File: config.mk
export PLATFORM = sky130hd
export DESIGN_NAME = fetch_queue
export DESIGN_NICKNAME = d
export VERILOG_FILES = /design/src/rtl/fetch_pkg.sv /design/src/rtl/fetch_fifo.sv /design/src/rtl/fetch_queue.sv
export SDC_FILE = /design/constraint.sdc
export NUM_CORES = 1
export LEC_CHECK = 0
export ABC_AREA = 1
export CELL_PAD_IN_SITES_DETAIL_PLACEMENT = 1
export CELL_PAD_IN_SITES_GLOBAL_PLACEMENT = 1
export CORE_UTILIZATION = 44
export CTS_CLUSTER_SIZE = 20
export DETAILED_ROUTE_END_ITERATION = 16
export PLACE_DENSITY_LB_ADDON = 0.1
export SETUP_SLACK_MARGIN = 0.4
export SYNTH_ARGS = -nofsm -noshare
export SYNTH_HDL_FRONTEND = slang
export SYNTH_SLANG_ARGS = --single-unit
File: constraint.sdc
create_clock -name clock -period 3.9 [get_ports clock]
set_input_delay 0.39 -clock clock [delete_from_list [all_inputs] [get_ports clock]]
set_output_delay 0.39 -clock clock [all_outputs]
set_load 0.02 [all_outputs]
File: src/rtl/fetch_pkg.sv
// Shared types and constants for the instruction fetch stage.
package fetch_pkg;

    typedef enum logic [1:0] {
        IDLE   = 2'd0,
        RUN    = 2'd1,
        FLUSH  = 2'd2,
        HALTED = 2'd3
    } fetch_state_t;

    // Canonical RISC-V NOP (addi x0, x0, 0), presented when the queue is empty
    localparam logic [31:0] NOP_INSTR = 32'h0000_0013;

    localparam int ALEN_DEFAULT  = 6;
    localparam int ILEN_DEFAULT  = 32;
    localparam int DEPTH_DEFAULT = 4;

endpackage

File: src/rtl/fetch_fifo.sv
// Prefetch FIFO holding {instruction, pc} pairs. Flush empties it in one
// cycle; head outputs come straight from storage and read as NOP/0 when empty.
module fetch_fifo
    import fetch_pkg::*;
#(
    parameter int ALEN  = ALEN_DEFAULT,
    parameter int ILEN  = ILEN_DEFAULT,
    parameter int DEPTH = DEPTH_DEFAULT
) (
    input  logic                    clock,
    input  logic                    reset,
    input  logic                    push,
    input  logic [ILEN-1:0]         push_instr,
    input  logic [ALEN-1:0]         push_pc,
    input  logic                    pop,
    input  logic                    flush,
    output logic [$clog2(DEPTH):0]  count,
    output logic                    head_valid,
    output logic [ILEN-1:0]         head_instr,
    output logic [ALEN-1:0]         head_pc
);

    localparam int PW = $clog2(DEPTH);
    localparam int CW = PW + 1;

    logic [ILEN-1:0] instr_mem [DEPTH];
    logic [ALEN-1:0] pc_mem    [DEPTH];
    logic [PW-1:0]   wr_ptr;
    logic [PW-1:0]   rd_ptr;
    logic            do_push;
    logic            do_pop;

    // Flush wins over everything; a push into a full queue is only legal alongside a pop
    always_comb begin
        do_pop  = pop && (count != '0) && !flush;
        do_push = push && !flush && ((count != CW'(DEPTH)) || do_pop);
    end

    // Pointer and occupancy bookkeeping
    always_ff @(posedge clock) begin
        if (!reset || flush) begin
            wr_ptr <= '0;
            rd_ptr <= '0;
            count  <= '0;
        end else begin
            if (do_push) wr_ptr <= wr_ptr + PW'(1);
            if (do_pop)  rd_ptr <= rd_ptr + PW'(1);
            case ({do_push, do_pop})
                2'b10:   count <= count + CW'(1);
                2'b01:   count <= count - CW'(1);
                default: count <= count;
            endcase
        end
    end

    // Entry storage; contents are qualified by count so they need no reset
    always_ff @(posedge clock) begin
        if (do_push) begin
            instr_mem[wr_ptr] <= push_instr;
            pc_mem[wr_ptr]    <= push_pc;
        end
    end

    // Head presentation, defaulting to NOP/0 when empty
    always_comb begin
        head_valid = (count != '0);
        head_instr = head_valid ? instr_mem[rd_ptr] : ILEN'(NOP_INSTR);
        head_pc    = head_valid ? pc_mem[rd_ptr]    : '0;
    end

endmodule

File: src/rtl/fetch_queue.sv
// Instruction fetch stage: owns the PC, issues credit-limited reads to a
// synchronous instruction memory and queues the returned words for decode.
// Optional activity counters are enabled by defining FETCH_QUEUE_STATS_EN.
module fetch_queue
    import fetch_pkg::*;
#(
    parameter int          ALEN     = ALEN_DEFAULT,
    parameter int          ILEN     = ILEN_DEFAULT,
    parameter int          DEPTH    = DEPTH_DEFAULT,
    parameter int unsigned RESET_PC = 0
) (
    input  logic            clock,
    input  logic            reset,
    input  logic            halt,
    input  logic            redirect_valid,
    input  logic [ALEN-1:0] redirect_pc,
    output logic            imem_req,
    output logic [ALEN-1:0] imem_addr,
    input  logic [ILEN-1:0] imem_rdata,
    output logic            instr_valid,
    output logic [ILEN-1:0] instr,
    output logic [ALEN-1:0] instr_pc,
    input  logic            instr_ready
`ifdef FETCH_QUEUE_STATS_EN
    ,
    output logic [31:0]     stat_fetched,
    output logic [31:0]     stat_flushed
`endif
);

    localparam int CW = $clog2(DEPTH) + 1;

    fetch_state_t    state;
    fetch_state_t    next_state;
    logic [ALEN-1:0] pc;
    logic            rsp_vld_p1;
    logic [ALEN-1:0] rsp_pc_p1;
    logic [CW-1:0]   count;
    logic [CW-1:0]   credit;
    logic            push;
    logic            pop;

    // Queued plus outstanding entries; a read is only issued if it is
    // guaranteed a slot, ignoring any pop happening this cycle
    assign credit = count + CW'(rsp_vld_p1);

    // FSM state register
    always_ff @(posedge clock) begin
        if (!reset) state <= IDLE;
        else        state <= next_state;
    end

    // FSM next-state logic; a redirect from any state (re)enters FLUSH
    always_comb begin
        next_state = state;
        if (redirect_valid) begin
            next_state = FLUSH;
        end else begin
            case (state)
                IDLE:    next_state = RUN;
                RUN:     if (halt) next_state = HALTED;
                FLUSH:   next_state = halt ? HALTED : RUN;
                HALTED:  if (!halt) next_state = RUN;
                default: next_state = IDLE;
            endcase
        end
    end

    // FSM outputs: issue only in RUN, never on a redirect cycle
    always_comb begin
        imem_req = 1'b0;
        if (state == RUN && !redirect_valid && credit < CW'(DEPTH)) imem_req = 1'b1;
    end

    assign imem_addr = pc;

    // PC and in-flight tracking; a redirect drops the outstanding response
    always_ff @(posedge clock) begin
        if (!reset) begin
            pc         <= ALEN'(RESET_PC);
            rsp_vld_p1 <= 1'b0;
        end else begin
            rsp_vld_p1 <= imem_req;
            if (redirect_valid)  pc <= redirect_pc;
            else if (imem_req)   pc <= pc + ALEN'(1);
        end
    end

    // ---- stage boundary: request -> response (memory returns one cycle later)
    always_ff @(posedge clock) begin
        if (imem_req) rsp_pc_p1 <= pc;
    end

    assign push = rsp_vld_p1 && !redirect_valid;
    assign pop  = instr_valid && instr_ready && !redirect_valid;

    // ---- stage boundary: response -> prefetch queue -> decode
    fetch_fifo #(
        .ALEN  (ALEN),
        .ILEN  (ILEN),
        .DEPTH (DEPTH)
    ) u_fifo (
        .clock      (clock),
        .reset      (reset),
        .push       (push),
        .push_instr (imem_rdata),
        .push_pc    (rsp_pc_p1),
        .pop        (pop),
        .flush      (redirect_valid),
        .count      (count),
        .head_valid (instr_valid),
        .head_instr (instr),
        .head_pc    (instr_pc)
    );

`ifdef FETCH_QUEUE_STATS_EN
    // Activity counters: delivered instructions and work discarded by redirects
    always_ff @(posedge clock) begin
        if (!reset) begin
            stat_fetched <= '0;
            stat_flushed <= '0;
        end else begin
            if (pop) stat_fetched <= stat_fetched + 32'd1;
            if (redirect_valid) stat_flushed <= stat_flushed + 32'(count) + 32'(rsp_vld_p1);
        end
    end
`endif

endmodule
Word level (Yosys, flattened, before mapping)
Memory sizes are Yosys's and may differ from the RTL's. A register that Yosys moved wholly into a read port is not among the register bits.
Index checks and enable logic that the tools add are counted.
{ "classes": {"addsub": 6, "n_lt_le_gt_ge": 1, "eq_ne": 10, "n_mux": 17, "bitwise_logic": 1, "n_reduce_logical": 20} }
{ "op_table": {"columns": ["operator", "count"], "rows": [
  ["two-way mux 32 bit", 1],
  ["two-way mux 6 bit", 3],
  ["two-way mux 2 bit", 8],
  ["logical AND 1 bit", 9],
  ["inequality test 3 bit (second input constant)", 3],
  ["one-hot mux 2 bit (4 select lines)", 1],
  ["adder 6 x 1 -> 6 bit (second input constant)", 1],
  ["== test 2 bit (second input constant)", 3],
  ["one-hot mux 3 bit (2 select lines)", 1],
  ["adder 2 x 1 -> 2 bit (second input constant)", 2],
  ["== test 2 x 1 -> 1 bit (second input constant)", 2],
  ["inequality test 2 bit (second input constant)", 2],
  ["AND reduction 2 bit", 2],
  ["nonzero test 2 bit", 2],
  ["adder 3 x 1 -> 3 bit", 1],
  ["adder 3 x 1 -> 3 bit (second input constant)", 1],
  ["less-than comparator 3 bit (second input constant)", 1],
  ["two-way mux 1 bit", 3],
  ["nonzero test 3 bit", 1],
  ["subtractor 3 x 1 -> 3 bit (second input constant)", 1],
  ["zero test 1 bit", 2],
  ["zero test 2 bit", 1],
  ["logical OR 1 bit", 2],
  ["OR reduction 2 bit", 1],
  ["NOT 1 bit", 1]
]} }
{ "totals": {"regBits": 22, "ramBits": 152, "out_inout_bits": 46, "elab_cells": 65, "mem_count": 2} }
{ "mem_list": {"columns": ["memory", "words", "word_bits", "read_ports", "rd_ports_with_merged_regs", "write_ports", "line", "rtl"], "rows": [
  ["u_fifo.instr_mem", 4, 32, 1, 1, 1, "fetch_fifo.sv:26", "logic [ILEN-1:0] instr_mem [DEPTH];"],
  ["u_fifo.pc_mem", 4, 6, 1, 1, 1, "fetch_fifo.sv:27", "logic [ALEN-1:0] pc_mem [DEPTH];"]
]} }

Logic depth before layout (Yosys ltp)
{ "logic_depth": {"depth_word": 9, "mapped_depth": 11, "mapped_depth_nobuf": 11} }

Cells and area by module
Synthesis repeated with hierarchy kept, for this count alone.
{ "unflattened": {"hier_cells": 617, "hier_area_um2": 7253.2} }
{ "by_module_without_submodules": {"columns": ["mod", "instances", "cells_each", "area_per_inst_um2", "seq_area_each_um2"], "rows": [
  ["fetch_fifo", 1, 514, 6426.2, 4744.6],
  ["fetch_queue", 1, 103, 827.0, 360.3]
]} }

Worst setup path after synthesis
OpenSTA, ideal clock, no wires.
{ "synth_timing": {"kind": "input port to flip-flop", "startpoint": "in redirect_valid", "endpoint": "mem u_fifo.instr_mem[0][0] (netlist name), enable pin", "arrival_time_ns": 2.449, "path_slack_ns": 1.017, "path_stages": 4, "path_cell_list": "buf_2 > inv_1 > nand3_2 > nor2_1"} }
{ "synth_via": {"elab_chain_len": 8, "word_cells_on_any_way": 10} }
{ "synth_lines": {"columns": ["element", "line", "rtl"], "rows": [
  ["start: declaration", "fetch_queue.sv:15", "input logic redirect_valid,"],
  ["zero test 1 bit *", null, null],
  ["logical AND 1 bit", "fetch_queue.sv:95", "assign pop = instr_valid && instr_ready && !redirect_valid;"],
  ["logical AND 1 bit (2 in series)", "fetch_fifo.sv:35", "do_pop = pop && (count != '0) && !flush;"],
  ["logical OR 1 bit", "fetch_fifo.sv:36", "do_push = push && !flush && ((count != CW'(DEPTH)) || do_pop);"],
  ["logical AND 1 bit *", "fetch_fifo.sv:36", null],
  ["two-way mux 1 bit *", "fetch_fifo.sv:58", "if (do_push) begin"],
  ["two-way mux 1 bit (implied by the code) *", "fetch_fifo.sv:59", "instr_mem[wr_ptr] <= push_instr;"],
  ["end: declaration", "fetch_fifo.sv:26", null]
]} }
Every way passes the cells marked *; elsewhere a longest branch is shown, timed or not.

==> impl_metrics.env <==
export IMPL_status="finished clean"
export IMPL_start_kind="register"
export IMPL_path_cells="buf_4 > nor2_1 > nor2_1 > o21ai_0 > a21oi_1 > clkdlybuf4s50_1"
export IMPL_syn_num_nets=652
export IMPL_postRouteAntennaNets=0
export IMPL_track_usage_pct=21.0
export IMPL_cts_sinks=176
export IMPL_path_delay_family="buffers and inverters"
export IMPL_cpPeakStageDelay_ns=0.67
export IMPL_start_util_pct=44.9
export IMPL_die_w_um=129
export IMPL_critPathKind="register to output port"
export IMPL_crit_cells=6
export IMPL_p_switching_uw=803
export IMPL_yosysSeqAreaShare_pct=71.8
export IMPL_synth_edf_count=158
export IMPL_hold_class="register to register"
export IMPL_r2r_slack_ns=1.47
export IMPL_grt_overflow=0
export IMPL_cts_resized=0
export IMPL_grt_max_degree=77
export IMPL_drt_pass1_iter_count=4
export IMPL_power_density_nw_per_um2=439
export IMPL_grt_pass1_wl_um=26000
export IMPL_fin_crit_ns=3.16
export IMPL_first_global_vias=5027
export IMPL_fp_dieH_um=129
export IMPL_layout_drive_gt1_share_pct=8.56
export IMPL_fillers=1624
export IMPL_slew_violations=0
export IMPL_period_share_pct=81.1
export IMPL_pwr_share_comb_pct=3.5
export IMPL_port_buffer_count=88
export IMPL_p_leak_nw=3.02
export IMPL_tns_ns=0
export IMPL_netlist_area_um2=7110
export IMPL_cts_setup_buffers=0
export IMPL_netlist_area_leader_share_pct=66.7
export IMPL_viasPerCell=5.22
export IMPL_arrival_ns=2.77
export IMPL_drt_wl_total_um=16700
export IMPL_grt_setup_unrepaired="no"
export IMPL_synth_area_leaders="edfxtp_1 (67%), nor2_1 (8.7%), o21ai_0 (5.3%)"
export IMPL_syn_to_final_growth_pct=23.9
export IMPL_place_hpwl_um=10200
export IMPL_r2r_cells=11
export IMPL_worst_pin_slew_ns=0.818
export IMPL_detail_route_wl_per_cell_um=18.2
export IMPL_cts_max_path_buffers=2
export IMPL_finalNetCount=741
export IMPL_cts_max_level=4
export IMPL_p_int_mw=3.07
export IMPL_clk_latency_ns=0.43
export IMPL_yosys_area_top_type="edfxtp_1"
export IMPL_antenna_found_initial=0
export IMPL_worstReg2RegEnd="u_fifo.count[2]"
export IMPL_async_flop_share_pct=0
export IMPL_whs_ns=0.501
export IMPL_gp_congestion=0.821
export IMPL_cts_buffers=17
export IMPL_critPathMaxFanout=76
export IMPL_fp_row_count=46
export IMPL_synthCells=599
export IMPL_yosys_warnings=0
export IMPL_ir_worst_vdd_uv=325
export IMPL_clock_skew_ns=0.00812
export IMPL_setup_viol=0
export IMPL_antenna_cells=0
export IMPL_regToRegStartpoint="u_fifo.count[0]"
export IMPL_crit_buf_inv=2
export IMPL_pwr_share_seq_pct=53.6
export IMPL_relSlewSlack_pct=45.5
export IMPL_synth_cell_type_count=33
export IMPL_num_io_pins=89
export IMPL_path_clk_slew_ns=0.06
export IMPL_slowest_stage="clkdlybuf4s50_1"
export IMPL_cp_required_ns=3.51
export IMPL_dieArea_um2=16700
export IMPL_syn_area_per_cell_um2=11.9
export IMPL_clkPwrFrac_pct=42.9
export IMPL_setup_worst_path_end="instr_pc[0]"
export IMPL_ctsRootBufferMaster="clkbuf_16"
export IMPL_dr_first_iter_drc_count=276
export IMPL_path_common_cell="nor2_1"
export IMPL_synthTopCellsByCount="nor2_1 (164), edfxtp_1 (158), o21ai_0 (75)"
export IMPL_synth_most_common_cell="nor2_1"
export IMPL_synth_ff_type="edfxtp_1"
export IMPL_netSwitchingFraction_pct=20.8
export IMPL_drc=0
export IMPL_finalHoldViolations=0
export IMPL_cts_tree="done"
export IMPL_cts_hold_buffers=0
export IMPL_cp_end_kind="output port"
export IMPL_max_freq_ghz=0.316
export IMPL_maxCapViolCount=0
export IMPL_coreArea_um2=15800
export IMPL_ys_ff_latch=176
export IMPL_num_vias=4788
-- flip-flops by register name, summed over array words and instances (netlist names), named ones only --
signal            cells
u_fifo.instr_mem    128
u_fifo.pc_mem        24
imem_addr             6
rsp_pc_p1             6
u_fifo.count          3
state                 2
u_fifo.rd_ptr         2
u_fifo.wr_ptr         2
rsp_vld_p1            1
-- worst min-delay path, cell delays in order (launching register included) --
cell and delay (ns):
dfxtp_1 0.32, nand2_1 0.07, a21oi_1 0.07
-- power groups by stage --
| stage | logic (mW) | registers (mW) | clock network (mW) |
|---|---|---|---|
| detailed placement | 0.136 | 2.11 | 0 |
| global route | 0.147 | 2.07 | 1.75 |
| global placement | 0.131 | 2.11 | 0 |
| CTS | 0.137 | 2.07 | 1.69 |
| finish | 0.136 | 2.07 | 1.66 |
| floorplan | 0.0431 | 2.12 | 0 |
-- routing by layer --
metal,up-vias,share of wire (%),global-route usage (%)
li1,2271,-,-
met1,2390,43,25.9
met2,105,51,36.4
met3,22,3.3,4.54
met4,0,1.8,7.61
met5,-,0,0
-- cell families after synthesis --
kind of cell / Yosys count / synth area share [%]
AOI/OAI and AO/OA: 131 / 9.60
xor gates and xnor gates: 1 / 0.123
adders and majority gates: 10 / 1.86
buffers and inverters: 58 / 3.73
DFF: 176 / 71.8
and+or+nand+nor: 223 / 12.9
-- layout make-up --
cell class	instances	area, um2	area share (%)
Clock buffer	17	425	4.83
Clock inverter	15	143	1.62
Inverter	28	108	1.22
Multi-Input combinational cell	365	1770	20.1
Sequential cell	176	5110	58.0
Tap cell	216	270	3.07
Timing Repair Buffer	100	983	11.2
-- stage by stage --
| step | total power, mW | setup WS, ns | cells | util (%) | cell area (um2) |
|---|---|---|---|---|---|
| after floorplan | 2.16 | 1.02 | 599 | - | 7110 |
| after global placement | 2.24 | 0.915 | 885 | 52.1 | 8240 |
| after detailed placement | 2.25 | 0.827 | 885 | 52.1 | 8240 |
| after CTS | 3.90 | 0.707 | 917 | 55.7 | 8810 |
| after global routing | 3.97 | 0.608 | 917 | 55.7 | 8810 |
| final | 3.87 | 0.738 | 917 | 55.7 | 8810 |
-- worst min-delay path by stage --
stage,start,end,slack (ns),cells past startpoint
2_1_floorplan,rsp_pc_p1[0],u_fifo.pc_mem[0][0],0.46,0
3_3_place_gp,u_fifo.rd_ptr[1],register,0.47,2
3_5_place_dp,u_fifo.rd_ptr[1],register,0.49,2
4_1_cts,u_fifo.rd_ptr[1],register,0.50,2
5_1_grt,rsp_pc_p1[1],u_fifo.pc_mem[3][1],0.54,0
6_report,u_fifo.rd_ptr[1],register,0.50,2
-- placed cells by master (no fill, tap or decap), drive strengths merged, types with 3 or more instances in the layout --
cell type,Yosys,final
nand4,3,3
buf,21,12
dfxtp,18,18
clkdlybuf4s50,0,88
nor2,166,166
o311ai,3,3
clkbuf,9,17
nand3,16,16
nand2,33,33
inv,28,31
o21ai,77,77
edfxtp,158,158
ha,9,9
a21oi,45,45
clkinv,0,9
No activity file was read; power rests on OpenSTA's default activity.
